File: config.mk
export PLATFORM = sky130hd
export DESIGN_NAME = imem_loader_flat
export DESIGN_NICKNAME = d
export VERILOG_FILES = /design/src/rtl/imem_loader_if.sv /design/src/rtl/imem_loader.sv /design/src/flat_wrapper.sv
export SDC_FILE = /design/constraint.sdc
export NUM_CORES = 1
export LEC_CHECK = 0
export ABC_AREA = 0
export BUFFER_PORTS_ARGS = -buffer_cell sky130_fd_sc_hd__buf_2
export CAP_MARGIN = 20
export CORE_MARGIN = 8
export CORE_UTILIZATION = 50
export DETAILED_ROUTE_END_ITERATION = 16
export GPL_TIMING_DRIVEN = 0
export PLACE_DENSITY = 0.76
export SYNTH_ARGS = -nofsm -noshare
export SYNTH_HDL_FRONTEND = slang
export SYNTH_SLANG_ARGS = --single-unit
File: constraint.sdc
create_clock -name clk -period 3.9 [get_ports clk]
set_clock_uncertainty 0.1 [all_clocks]
set_input_delay 0.39 -clock clk [delete_from_list [all_inputs] [get_ports clk]]
set_output_delay 0.39 -clock clk [all_outputs]
set_load 0.005 [all_outputs]
File: src/rtl/imem_loader_if.sv
// Byte-link and instruction-memory write-port bundle for imem_loader.
// IMEM_LOADER_CHECKSUM_EN adds the checksum_ok status line.
interface imem_loader_if #(
    parameter int n = 32,
    parameter int r = 6
);
    logic         start;
    logic         byte_valid;
    logic [7:0]   byte_data;
    logic         byte_ready;
    logic         wr_en;
    logic [r-1:0] wr_addr;
    logic [n-1:0] wr_data;
    logic         cpu_hold;
    logic         busy;
    logic         done;
    logic         error;
`ifdef IMEM_LOADER_CHECKSUM_EN
    logic         checksum_ok;

    modport slave (
        input  start, byte_valid, byte_data,
        output byte_ready, wr_en, wr_addr, wr_data, cpu_hold, busy, done, error, checksum_ok
    );
    modport master (
        output start, byte_valid, byte_data,
        input  byte_ready, wr_en, wr_addr, wr_data, cpu_hold, busy, done, error, checksum_ok
    );
`else
    modport slave (
        input  start, byte_valid, byte_data,
        output byte_ready, wr_en, wr_addr, wr_data, cpu_hold, busy, done, error
    );
    modport master (
        output start, byte_valid, byte_data,
        input  byte_ready, wr_en, wr_addr, wr_data, cpu_hold, busy, done, error
    );
`endif
endinterface

File: src/rtl/imem_loader.sv
// Byte-stream program loader: header byte N, then N little-endian n-bit words written from address 0.
// Optional trailing checksum byte when IMEM_LOADER_CHECKSUM_EN is defined.
module imem_loader #(
    parameter int n = 32,
    parameter int r = 6
) (
    input  logic         clk,
    input  logic         reset,
    imem_loader_if.slave bus
);
    localparam int         W     = n / 8;
    localparam int         BW    = (W > 1) ? $clog2(W) : 1;
    localparam logic [8:0] DEPTH = 9'(2 ** r);

    typedef enum logic [2:0] {IDLE, HDR, DATA, WRITE, CHK, DONE, ERR} state_t;

    typedef struct packed {
        logic ready;
        logic wen;
        logic busy;
        logic hold;
        logic done;
        logic err;
    } outs_t;

    // Outputs are registered: every transition loads the decode of the destination state.
    function automatic outs_t decode(state_t s);
        outs_t o;
        o = '0;
        case (s)
            HDR, DATA, CHK: begin o.ready = 1'b1; o.busy = 1'b1; o.hold = 1'b1; end
            WRITE:          begin o.wen   = 1'b1; o.busy = 1'b1; o.hold = 1'b1; end
            DONE:           o.done = 1'b1;
            ERR:            begin o.err   = 1'b1; o.hold = 1'b1; end
            default:        ;
        endcase
        return o;
    endfunction

    state_t         state;
    outs_t          o;
    logic [BW-1:0]  bcnt;
    logic [8:0]     wcnt;
    logic [8:0]     nwords;
    logic [r-1:0]   addr;
    logic [n-1:0]   wdata;
    logic [n-1:0]   asm_q;
    logic [n-1:0]   word_nxt;
    logic           take;
`ifdef IMEM_LOADER_CHECKSUM_EN
    logic [7:0]     sum;
    logic           ck_ok;
`endif

    assign take = bus.byte_valid && o.ready;

    // Assembly buffer is separate from wr_data so the write port holds steady between writes.
    always_comb begin
        word_nxt = asm_q;
        word_nxt[{bcnt, 3'b000} +: 8] = bus.byte_data;
    end

    always_ff @(posedge clk) begin
        if (reset) begin
            state  <= IDLE;
            o      <= '0;
            bcnt   <= '0;
            wcnt   <= '0;
            nwords <= '0;
            addr   <= '0;
            wdata  <= '0;
            asm_q  <= '0;
`ifdef IMEM_LOADER_CHECKSUM_EN
            sum    <= '0;
            ck_ok  <= 1'b0;
`endif
        end else begin
            case (state)
                IDLE, DONE, ERR: begin
                    if (bus.start) begin
                        state <= HDR;
                        o     <= decode(HDR);
                        bcnt  <= '0;
`ifdef IMEM_LOADER_CHECKSUM_EN
                        sum   <= '0;
                        ck_ok <= 1'b0;
`endif
                    end
                end
                HDR: begin
                    if (take) begin
                        if (bus.byte_data == 8'd0) begin
`ifdef IMEM_LOADER_CHECKSUM_EN
                            state <= CHK;
                            o     <= decode(CHK);
`else
                            state <= DONE;
                            o     <= decode(DONE);
`endif
                        end else if ({1'b0, bus.byte_data} > DEPTH) begin
                            state <= ERR;
                            o     <= decode(ERR);
                        end else begin
                            nwords <= {1'b0, bus.byte_data};
                            addr   <= '0;
                            wcnt   <= '0;
                            bcnt   <= '0;
                            state  <= DATA;
                            o      <= decode(DATA);
                        end
                    end
                end
                DATA: begin
                    if (take) begin
                        asm_q <= word_nxt;
`ifdef IMEM_LOADER_CHECKSUM_EN
                        sum   <= sum + bus.byte_data;
`endif
                        if (bcnt == BW'(W - 1)) begin
                            bcnt  <= '0;
                            wdata <= word_nxt;
                            state <= WRITE;
                            o     <= decode(WRITE);
                        end else begin
                            bcnt <= bcnt + BW'(1);
                        end
                    end
                end
                WRITE: begin
                    // Address may roll to 0 after writing the top word; no write follows it.
                    addr <= addr + r'(1);
                    wcnt <= wcnt + 9'd1;
                    if (wcnt + 9'd1 == nwords) begin
`ifdef IMEM_LOADER_CHECKSUM_EN
                        state <= CHK;
                        o     <= decode(CHK);
`else
                        state <= DONE;
                        o     <= decode(DONE);
`endif
                    end else begin
                        state <= DATA;
                        o     <= decode(DATA);
                    end
                end
`ifdef IMEM_LOADER_CHECKSUM_EN
                CHK: begin
                    if (take) begin
                        if (8'(sum + bus.byte_data) == 8'd0) begin
                            ck_ok <= 1'b1;
                            state <= DONE;
                            o     <= decode(DONE);
                        end else begin
                            state <= ERR;
                            o     <= decode(ERR);
                        end
                    end
                end
`endif
                default: begin
                    state <= IDLE;
                    o     <= decode(IDLE);
                end
            endcase
        end
    end

    assign bus.byte_ready = o.ready;
    assign bus.wr_en      = o.wen;
    assign bus.wr_addr    = addr;
    assign bus.wr_data    = wdata;
    assign bus.cpu_hold   = o.hold;
    assign bus.busy       = o.busy;
    assign bus.done       = o.done;
    assign bus.error      = o.err;
`ifdef IMEM_LOADER_CHECKSUM_EN
    assign bus.checksum_ok = ck_ok;
`endif

endmodule

File: src/flat_wrapper.sv
// flat-port wrapper written by rule: the top's interface ports become plain ports
module imem_loader_flat 
#(
    parameter int n = 32,
    parameter int r = 6
)
  (clk, reset, bus_start, bus_byte_valid, bus_byte_data, bus_byte_ready, bus_wr_en, bus_wr_addr, bus_wr_data, bus_cpu_hold, bus_busy, bus_done, bus_error);
  imem_loader_if #(.n(n), .r(r)) bus_i ();
  input  logic clk;
  input  logic reset;
  input wire logic [$bits(bus_i.start)-1:0] bus_start;
  input wire logic [$bits(bus_i.byte_valid)-1:0] bus_byte_valid;
  input wire logic [$bits(bus_i.byte_data)-1:0] bus_byte_data;
  output wire logic [$bits(bus_i.byte_ready)-1:0] bus_byte_ready;
  output wire logic [$bits(bus_i.wr_en)-1:0] bus_wr_en;
  output wire logic [$bits(bus_i.wr_addr)-1:0] bus_wr_addr;
  output wire logic [$bits(bus_i.wr_data)-1:0] bus_wr_data;
  output wire logic [$bits(bus_i.cpu_hold)-1:0] bus_cpu_hold;
  output wire logic [$bits(bus_i.busy)-1:0] bus_busy;
  output wire logic [$bits(bus_i.done)-1:0] bus_done;
  output wire logic [$bits(bus_i.error)-1:0] bus_error;
  assign bus_i.start = bus_start;
  assign bus_i.byte_valid = bus_byte_valid;
  assign bus_i.byte_data = bus_byte_data;
  assign bus_byte_ready = bus_i.byte_ready;
  assign bus_wr_en = bus_i.wr_en;
  assign bus_wr_addr = bus_i.wr_addr;
  assign bus_wr_data = bus_i.wr_data;
  assign bus_cpu_hold = bus_i.cpu_hold;
  assign bus_busy = bus_i.busy;
  assign bus_done = bus_i.done;
  assign bus_error = bus_i.error;
  imem_loader #(.n(n), .r(r)) u_core (.clk(clk), .reset(reset), .bus(bus_i));
endmodule
# Yosys cells after proc, flatten, opt, wreduce, memory -nomap -nowiden
# Index checks and enable logic that the tools add are counted.
# Widths: inputs -> output; s select.
dict set report totals {
  register_bits 98
  elab_cells 79
  in_bits 12
  mem_bits_rw 0
  latchBits 0
  n_memories 0
  out_inout_bits 44
  rom_bits 0
}
dict set report classes {
  reduce_logical 12
  eq_ne 13
  div 0
  shifts 2
  mux 32
  addsub 4
  bitwise 2
  n_lt_le_gt_ge 1
  n_mul 0
}
# operator count
set op_table {}
lappend op_table {{$mux 6} 10}
lappend op_table {{$bwmux 32} 1}
lappend op_table {{$shift 8x7->32 const A} 1}
lappend op_table {{$shiftx 8x7->32} 1}
lappend op_table {{$mux 9} 3}
lappend op_table {{$pmux 6 s4} 1}
lappend op_table {{$mux 3} 7}
lappend op_table {{$pmux 9 s2} 1}
lappend op_table {{$mux 2} 6}
lappend op_table {{$pmux 3 s4} 1}
lappend op_table {{$pmux 6 s2} 1}
lappend op_table {{$reduce_and 4->1} 3}
lappend op_table {{$add 9x1->9 const B} 1}
lappend op_table {{$eq 9x8->1} 1}
lappend op_table {{$gt 8x7->1 const B} 1}
lappend op_table {{$logic_not 8->1} 1}
lappend op_table {{$neg 5->7} 1}
lappend op_table {{$add 6x1->6 const B} 1}
lappend op_table {{$eq 3x2->1 const B} 2}
lappend op_table {{$eq 3x3->1 const B} 2}
lappend op_table {{$ne 2x1->1 const B} 3}
lappend op_table {{$ne 2x2->1 const B} 3}
lappend op_table {{$pmux 2 s3} 1}
lappend op_table {{$reduce_and 6->1} 1}
lappend op_table {{11 further kinds} 12}

# Depth between registers and ports, before layout
# Gate-level depths: netlist (run 1).
dict set report depth {
  word_depth 5
  depth_mapped 9
  depth_no_buf 7
}

# Worst setup path after synthesis (run 1)
# OpenSTA, ideal clock, no wires.
dict set report synth_path {
  path_type {register to register}
  startpoint {reg u_core.wcnt[1]}
  endpoint {reg u_core.state[2]}
  required_time_ps 3714
  setup_time_ps 86
  stages_incl_launch_ff 9
  path_buffers 1
  period_less_slack_ps 2211
  arrival_time_ps 2025
  path_slack_ps 1689
  cell_sequence {dfxtp_1 > ha_1 > buf_6 > nand3_1 > or3_1 > a221oi_2 > o311ai_1 > or2_4 > a221oi_2}
}
dict set report synth_between {
  elab_chain_cells 4
}
# element line
set synth_rtl {}
lappend synth_rtl {{from (decl)} imem_loader.sv:43} ;# logic [8:0] wcnt;
lappend synth_rtl {{from (signal assigned)} imem_loader.sv:132} ;# wcnt <= wcnt + 9'd1;
lappend synth_rtl {{$add 9x1->9} imem_loader.sv:133} ;# if (wcnt + 9'd1 == nwords) begin
lappend synth_rtl {{$eq 9x8->1} imem_loader.sv:133}
lappend synth_rtl {{$mux 3} imem_loader.sv:133}
lappend synth_rtl {{$pmux 3 s4} imem_loader.sv:78} ;# case (state)
lappend synth_rtl {{to (signal assigned)} imem_loader.sv:81} ;# state <= HDR;
lappend synth_rtl {{to (signal assigned)} imem_loader.sv:138} ;# state <= DONE;
lappend synth_rtl {{to (signal assigned)} imem_loader.sv:142} ;# state <= DATA;
lappend synth_rtl {{to (decl)} imem_loader.sv:40} ;# state_t state;
# No other way between the ends.
# A chain may end at the register's enable or synchronous reset.

# Worst setup path after layout (run 1)
dict set report layout_path {
  startpoint {reg u_core.bcnt[0]}
  endpoint {reg u_core.wdata[4] (netlist: u_core.bus.wr_data[4])}
}
dict set report layout_between {
  elab_chain_cells 3
  elab_cells_between_ends 6
  classes_between {add/sub (1); eq/ne (1); shift (2); mux (1); reduce/logical (1)}
}
# element line
set layout_rtl {}
lappend layout_rtl {{from (decl)} imem_loader.sv:42} ;# logic [BW-1:0] bcnt;
lappend layout_rtl {{from (signal assigned)} imem_loader.sv:125} ;# bcnt <= bcnt + BW'(1);
lappend layout_rtl {{$neg 5->7} imem_loader.sv:60} ;# word_nxt[{bcnt, 3'b000} +: 8] = bus.byte_data;
lappend layout_rtl {{$shiftx 8x7->32 or $shift 8x7->32 (tied branches)} imem_loader.sv:60}
lappend layout_rtl {{$bwmux 32} imem_loader.sv:60}
lappend layout_rtl {{to (signal assigned)} imem_loader.sv:121} ;# wdata <= word_nxt;
lappend layout_rtl {{to (decl)} imem_loader.sv:46} ;# logic [n-1:0] wdata;
# Several ways; a longest one is shown, not always the timed one.

==> key figures, run 1 <==
Layout
  • Leading cell type in the layout, fill and taps excluded: dfxtp_1
  • Core Util, Final: a little under three fifths
  • Antenna diode count: 0
  • Sequential standard cell area: just under 2000 sq um
  • Layout filler cell count: between 800 and 900
  • Synthesis-to-finish area growth: 13.7%
  • Footprint of the multi-input gates: about 2400 sq um
  • Count of nets after finishing: between 600 and 700
  • Most used cells in the layout excluding fill and tap cells: 98 x dfxtp_1, 97 x nor2_1, 68 x a211oi_1
  • Proportion of layout cells with a drive suffix above 1: 15.4%

Route
  • Initial DRC Count: 362
  • Number of iterations in the first detailed-routing pass: 5
  • Post-detailed-route DRC marker count: 0
  • Vias post-DR: around 4300
  • Average routed wire per standard cell: 17.0 um
  • Remaining antenna violation count: 0
  • Per-cell via count in the routed design: between 5 and 6
  • Total wirelength of the detailed-routed design: 12300 um

Synth
  • #FFs+latches synth: ~100
  • Number of synthesized flops with an enable pin: 0
  • Average cell area after synthesis: between 8 and 9 sq um
  • Post-Synthesis Cells: 547
  • Sequential-to-total area share from yosys stat: between 40% and 50%
  • Mapped cell area: around 4600 sq um
  • Total nets after synthesis: 567
  • Count of distinct cell types in the synthesized netlist: 57
  • FFs w/ async S/R, synth: 0%
  • Primary FF master, synth: dfxtp_1
  • Synth warnings: 0

Clock network
  • CTS tree: yes
  • Sink count of the clock tree: a little under 100
  • Number of cells upsized or downsized after cts: 0
  • Number of buffers inserted to repair setup after CTS: 0
  • Clock tree root buffer cell: clkbuf_8
  • Clk_lat worst skew: approximately 0.37 ns
  • Total clock buffers created by CTS: 9
  • H-tree depth reported by CTS: 3
  • Clock-pin slew reported for the worst setup and hold paths after clock tree synthesis: approximately 0.10 ns
  • Maximum clock insertion buffer count: 2
  • Hold-fix buffers at CTS: 0

Die
  • Total core area: about 9100 sq um
  • Die span in x: 112 um
  • I/O pin cnt: 56
  • Die Height: 112 um
  • Effective utilization at floorplan: around half
  • Total Die Area: 12500 sq um
  • # rows: 35

Placement
  • Final estimated routing congestion in global placement: between 0.9 and 1
  • Port buffer count: 54
  • Sum of net half-perimeters after detailed placement: just under 9000 um

Worst hold path
  • Worst min-delay path category: in -> reg
  • Instance count along the most critical hold path: 3

Critical path
  • Worst path arrival time: 2.79 ns
  • Maximum fanout along the worst path: 9
  • Beginning of the worst register-to-register path: u_core.bcnt[0]$_SDFFE_PP0P_
  • Worst setup path end: u_core.bus.wr_data[4]$_SDFFE_PP0P_
  • Critical Path Source: u_core.bcnt[0]$_SDFFE_PP0P_
  • Setup crit end kind: register
  • Startpoint class of the critical path: register
  • Setup CP Type: reg -> reg
  • Setup slack on the worst flop-to-flop path: ~1.3 ns
  • Depth of the worst register-to-register path: 5
  • Reg2Reg Capture Point: u_core.bus.wr_data[4]$_SDFFE_PP0P_
  • Req. time, crit path: 4.08 ns

Timing
  • Count of endpoints failing setup in the final report: 0
  • Setup TNS Final: 0 ns
  • Final clock period utilization by the worst path: about two thirds
  • Maximum frequency from static timing analysis: roughly 380 MHz
  • Unrepaired setup endpoints after global routing: no
  • Worst-margin pin slew: roughly 0.9 ns
  • Final count of hold timing violations: 0
  • Max-Slew Margin vs Limit: a little over 40%
  • Minimum clock period after layout: about 2.6 ns
  • Final-report max-slew violation count: 0

Power and ir drop
  • Worst voltage drop across the vdd grid: roughly 0.23 mV
  • Total Power: approximately 2.1 mW
  • Power per cell area: about 400 nW/um^2
  • Leakage power: ~1.9 nW

GRT
  • Antenna violations before repair: 0
  • Total Routing Usage GR: approximately 20%
  • Wire length of the first global-routing pass: about 20000 um
  • Via count of the first global-routing pass: approximately 4200
  • Maximum number of pins on one net before global-route repair: 18
  • Residual overflow from global routing: 0

Status
  • Result of the run: completed

Flow run
  • Reported max-cap violation count: 0
-- cell families after synthesis --
group,after synthesis,share of synthesized area (%)
AO/OA/AOI/OAI,162,23.6
XOR/XNOR,13,2.47
adder cells (fa/ha/maj),8,2.17
buffers and inverters,49,4.59
flip-flops,98,42.6
multiplexers,7,1.52
AND/OR/NAND/NOR,210,23.0
-- power by group --
part           total (mW)  internal [mW]  switching [mW]
clock network       0.749          0.369           0.380
logic               0.280         0.0956           0.185
registers            1.04           1.02          0.0144
total                2.07           1.49           0.579
-- layer usage --
layer  track usage [%]  vias up  part of all wire, %
met4              7.19        0                  2.1
met1              24.0     2044                   44
met2              33.0      144                   48
li1                  -     2078                    -
met3              4.11       29                  5.3
met5                 0        -                    0
-- sequential cells by signal, summed over array words and instances (netlist names), 2 cells and up --
name and cells:
u_core.bus.wr_addr 6, u_core.state 3, u_core.bcnt 2, u_core.asm_q 32, u_core.wcnt 9, u_core.nwords 8, u_core.bus.wr_data 32
-- Yosys cell counts, types with 4 or more instances --
cell type,n,area share [%]
nand2_1,20,1.6
nand3b_1,5,0.81
clkbuf_1,28,2.3
or3_1,5,0.68
buf_1,4,0.33
xnor2_1,6,1.1
and3_1,5,0.68
dfxtp_1,98,43
buf_2,8,0.87
xor2_1,7,1.3
ha_1,8,2.2
inv_1,4,0.33
nand3_1,5,0.54
a211oi_1,68,11
mux2i_1,7,1.5
o21ai_0,11,1.2
a21oi_1,56,6.1
a221oi_1,4,0.76
nand4_1,9,1.2
nor2_1,97,7.9
nor3_1,7,0.76
nor2b_1,38,5.2
-- cell type report --
cell class,count,share of cell area (%)
clock inverter,7,1.91
buffer,44,3.68
timing repair buffer,54,5.16
inverter,5,0.358
tap,111,2.65
clock buffer,9,2.36
sequential,98,37.4
multi-input combinational,400,46.4
-- worst min path at each step --
| stage | start | end | slack (ns) |
|---|---|---|---|
| 2_1_floorplan | u_core.asm_q[0]$_SDFFE_PP0P_ | u_core.asm_q[0]$_SDFFE_PP0P_ | 0.37 |
| 3_3_place_gp | u_core.asm_q[22]$_SDFFE_PP0P_ | u_core.asm_q[22]$_SDFFE_PP0P_ | 0.38 |
| 3_5_place_dp | u_core.asm_q[24]$_SDFFE_PP0P_ | u_core.asm_q[24]$_SDFFE_PP0P_ | 0.39 |
| 4_1_cts | bus_byte_data[0] | u_core.nwords[0]$_SDFFE_PP0P_ | 0.32 |
| 5_1_grt | bus_byte_data[0] | u_core.nwords[0]$_SDFFE_PP0P_ | 0.32 |
| 6_report | bus_byte_data[1] | u_core.nwords[1]$_SDFFE_PP0P_ | 0.33 |
-- stage by stage --
stage	std cells	hold slack [ns]	setup slack [ns]	instance area, sq um
after floorplan	547	0.374	1.69	4610
after global placement	712	0.380	1.38	5020
after detailed placement	712	0.387	1.34	5020
after CTS	728	0.318	1.30	5240
after global routing	728	0.317	1.12	5240
final	728	0.333	1.29	5240
-- critical path, cell delays in order (launching register included) --
cell	delay, ns
dfxtp_1	0.53
inv_1	0.17
ha_1	0.42
nor3_1	0.75
a21oi_1	0.24
a211oi_1	0.30
Note: power is estimated with default switching activity, not from simulation.
==> run 2, diff against run 1 <==
--- a/config.mk
+++ b/config.mk
@@ -12,7 +12,7 @@
 export CORE_UTILIZATION = 50
 export DETAILED_ROUTE_END_ITERATION = 16
 export GPL_TIMING_DRIVEN = 0
-export PLACE_DENSITY = 0.76
+export PLACE_DENSITY = 0.79
 export SYNTH_ARGS = -nofsm -noshare
 export SYNTH_HDL_FRONTEND = slang
 export SYNTH_SLANG_ARGS = --single-unit
==> constraint.sdc (replaced) <==
create_clock -name clk -period 2.25 [get_ports clk]
set_clock_uncertainty 0.1 [all_clocks]
set_input_delay 0.225 -clock clk [delete_from_list [all_inputs] [get_ports clk]]
set_output_delay 0.225 -clock clk [all_outputs]
set_load 0.005 [all_outputs]
==> run 2 against run 1 <==
Against the previous run:
- fmax grew 17%
- cell area up 2.0%
- die area unchanged
- global-route usage up 0.45 points
- clock power up 43%
- first-iteration DRC count shrank 17%
- highest routed layer unchanged
==> key figures, run 2 (same netlist as run 1, synthesis figures left out) <==
Placement
  • Post-placement cell area: 5020 sq um (unchanged)
  • Post-placement setup slack: -0.234 ns (was 1.34 ns)
  • Placed instance count: 712 (unchanged)
  • Sum of net half-perimeters after detailed placement: 8750 um (was 8840 um)
  • Port buffer count: 54 (unchanged)
  • Final estimated routing congestion in global placement: 0.923 (was 0.909)

Clock network
  • Sink count of the clock tree: 98 (unchanged)
  • Total clock buffers created by CTS: 9 (unchanged)
  • Clk_lat worst skew: 0.37 ns (about the same)
  • Clock tree root buffer cell: clkbuf_8 (unchanged)
  • CTS tree: yes (unchanged)
  • H-tree depth reported by CTS: 3 (unchanged)
  • Clock-pin slew reported for the worst setup and hold paths after clock tree synthesis: 0.09 ns (was 0.10 ns)
  • Maximum clock insertion buffer count: 2 (unchanged)

Timing
  • Final count of hold timing violations: 0 (unchanged)
  • Maximum frequency from static timing analysis: 449 MHz (was 383 MHz)
  • Unrepaired setup endpoints after global routing: yes (was no)
  • Final-report max-slew violation count: 0 (unchanged)
  • Final clock period utilization by the worst path: 98.9% (was 66.9%)
  • Worst-margin pin slew: 0.676 ns (was 0.885 ns)
  • Minimum clock period after layout: 2.23 ns (was 2.61 ns)
  • Slack of the critical path: 0.0249 ns (was 1.29 ns)
  • Count of endpoints failing setup in the final report: 0 (unchanged)
  • Max-Slew Margin vs Limit: 55.0% (was 40.5%)

GRT
  • Total Routing Usage GR: 20.0% (was 19.6%)
  • Maximum number of pins on one net before global-route repair: 18 (unchanged)
  • Antenna violations before repair: 0 (unchanged)
  • Residual overflow from global routing: 0 (unchanged)
  • Wire length of the first global-routing pass: 20800 um (was 20400 um)
  • Via count of the first global-routing pass: 4332 (was 4197)

Die
  • Total Die Area: 12500 sq um (unchanged)
  • Effective utilization at floorplan: 50.6% (unchanged)
  • # rows: 35 (unchanged)
  • Die Height: 112 um (unchanged)
  • Total core area: 9110 sq um (unchanged)
  • I/O pin cnt: 56 (unchanged)
  • Die span in x: 112 um (unchanged)

Critical path
  • Crit path largest cell delay: 0.36 ns (was 0.75 ns)
  • Cell family with the largest share of critical-path delay: compound AO/OA/AOI/OAI gates (was simple AND/OR/NAND/NOR gates)
  • Startpoint class of the critical path: register (unchanged)
  • CP dominant cell by count: a221oi_2
  • Worst path arrival time: 2.41 ns (was 2.79 ns)
  • Maximum fanout along the worst path: 6 (was 9)
  • CP Cell Sequence: ha_4 > o21ba_4 > a221o_1 > a221oi_2 > o311ai_2 > or2_4 > a221oi_2 (was inv_1 > ha_1 > nor3_1 > a21oi_1 > a211oi_1)
  • Number of buffers and inverters on the critical path: 0 (was 1)
  • Max stage delay cell, worst path: dfxtp_4 (was nor3_1)
  • Beginning of the worst register-to-register path: u_core.wcnt[1]$_SDFFE_PP0P_ (was u_core.bcnt[0]$_SDFFE_PP0P_)
  • Setup crit end kind: register (unchanged)
  • Setup CP Type: reg -> reg (unchanged)
  • Req. time, crit path: 2.44 ns (was 4.08 ns)
  • Critical Path Source: u_core.wcnt[1]$_SDFFE_PP0P_ (was u_core.bcnt[0]$_SDFFE_PP0P_)

Layout
  • Number of non-filler instances in the completed layout: 731 (was 728)
  • Most used cells in the layout excluding fill and tap cells: 97 x nor2_1, 95 x dfxtp_1, 68 x a211oi_1 (was 98 x dfxtp_1, 97 x nor2_1, 68 x a211oi_1)
  • Footprint of the multi-input gates: 2520 sq um (was 2430 sq um)
  • Proportion of layout cells with a drive suffix above 1: 20.2% (was 15.4%)
  • Synthesis-to-finish area growth: 16.0% (was 13.7%)
  • Sequential standard cell area: 1970 sq um (was 1960 sq um)
  • Final standard cell area without fillers: 5340 sq um (was 5240 sq um)
  • Antenna diode count: 0 (unchanged)
  • Count of nets after finishing: 635 (was 632)
  • Layout filler cell count: 829 (was 831)
  • Leading cell type in the layout, fill and taps excluded: nor2_1 (was dfxtp_1)

Worst hold path
  • HP Start: bus_byte_data[0] (was bus_byte_data[1])
  • Worst min-delay path category: in -> reg (unchanged)

Power and ir drop
  • Worst voltage drop across the vdd grid: 0.441 mV (was 0.227 mV)
  • Leakage power: 1.96 nW (was 1.91 nW)
  • Total Power: 3.38 mW (was 2.07 mW)
  • Power per cell area: 632 nW/um^2 (was 394 nW/um^2)

Route
  • Total wirelength of the detailed-routed design: 12400 um (was 12300 um)
  • Vias post-DR: 4339 (was 4295)
  • Initial DRC Count: 301 (was 362)
  • Post-detailed-route DRC marker count: 0 (unchanged)
  • Remaining antenna violation count: 0 (unchanged)
  • Average routed wire per standard cell: 17.0 um (about the same)
  • Number of iterations in the first detailed-routing pass: 4 (was 5)
  • Per-cell via count in the routed design: 5.94 (was 5.90)

Flow run
  • Reported max-cap violation count: 0 (unchanged)

Status
  • Result of the run: completed (unchanged)
run 2: repair_timing:
item / 4_1_cts / 5_1_grt
resized for setup: 17 / 32
buffers inserted: 4 / 2
hold buffers: 0 / 0
setup endpoints to repair: 57 / 93
pin swaps: 7 / 7
run 2: final timing paths:
| check | slack [ns] | depth (start not counted) | to |
|---|---|---|---|
| setup / recovery | 0.02 | 7 | u_core.state[2]$_SDFFE_PP0P_ |
| setup reg to reg | 0.02 | 7 | u_core.state[2]$_SDFFE_PP0P_ |
| hold reg to reg | 0.40 | 2 | u_core.bus.cpu_hold$_SDFFE_PP0P_ |
| hold / removal | 0.15 | 3 | u_core.nwords[0]$_SDFFE_PP0P_ |
run 2: cell type report:
cell class | instances | share of cell area, %
multi-input combinational | 400 | 47.2
clock buffer | 9 | 2.32
clock inverter | 7 | 0.983
tap | 111 | 2.60
buffer | 41 | 3.72
inverter | 5 | 0.351
sequential | 98 | 36.8
timing repair buffer | 60 | 5.97
run 2: per-layer routing:
metal	GRT usage, %	part of all wire, %	vias up
met5	0	0	-
met4	7.28	1.9	0
met3	5.41	6.6	30
met2	32.9	47	131
met1	24.6	44	2081
li1	-	-	2097
run 2: report_power, final:
group	internal, mW	switching (mW)	total, mW
Sequential	1.77	0.0357	1.81
Clock	0.412	0.657	1.07
Combinational	0.181	0.319	0.500
Total	2.36	1.01	3.38
run 2: stage by stage:
step / TNS (ns) / hold WS [ns] / utilization (%)
after floorplan: 0 / 0.272 / -
after global placement: -3.76 / 0.381 / 55.1
after detailed placement: -5.87 / 0.386 / 55.1
after CTS: -0.143 / 0.148 / 57.9
after global routing: -0.714 / 0.144 / 58.7
final: 0 / 0.147 / 58.7
run 2: worst min-delay path: cells and delay by family:
| family | cells | cell delay [ns] |
|---|---|---|
| muxes | 1 | 0.10 |
| and+or+nand+nor | 1 | 0.07 |
| buffers and inverters | 1 | 0.18 |
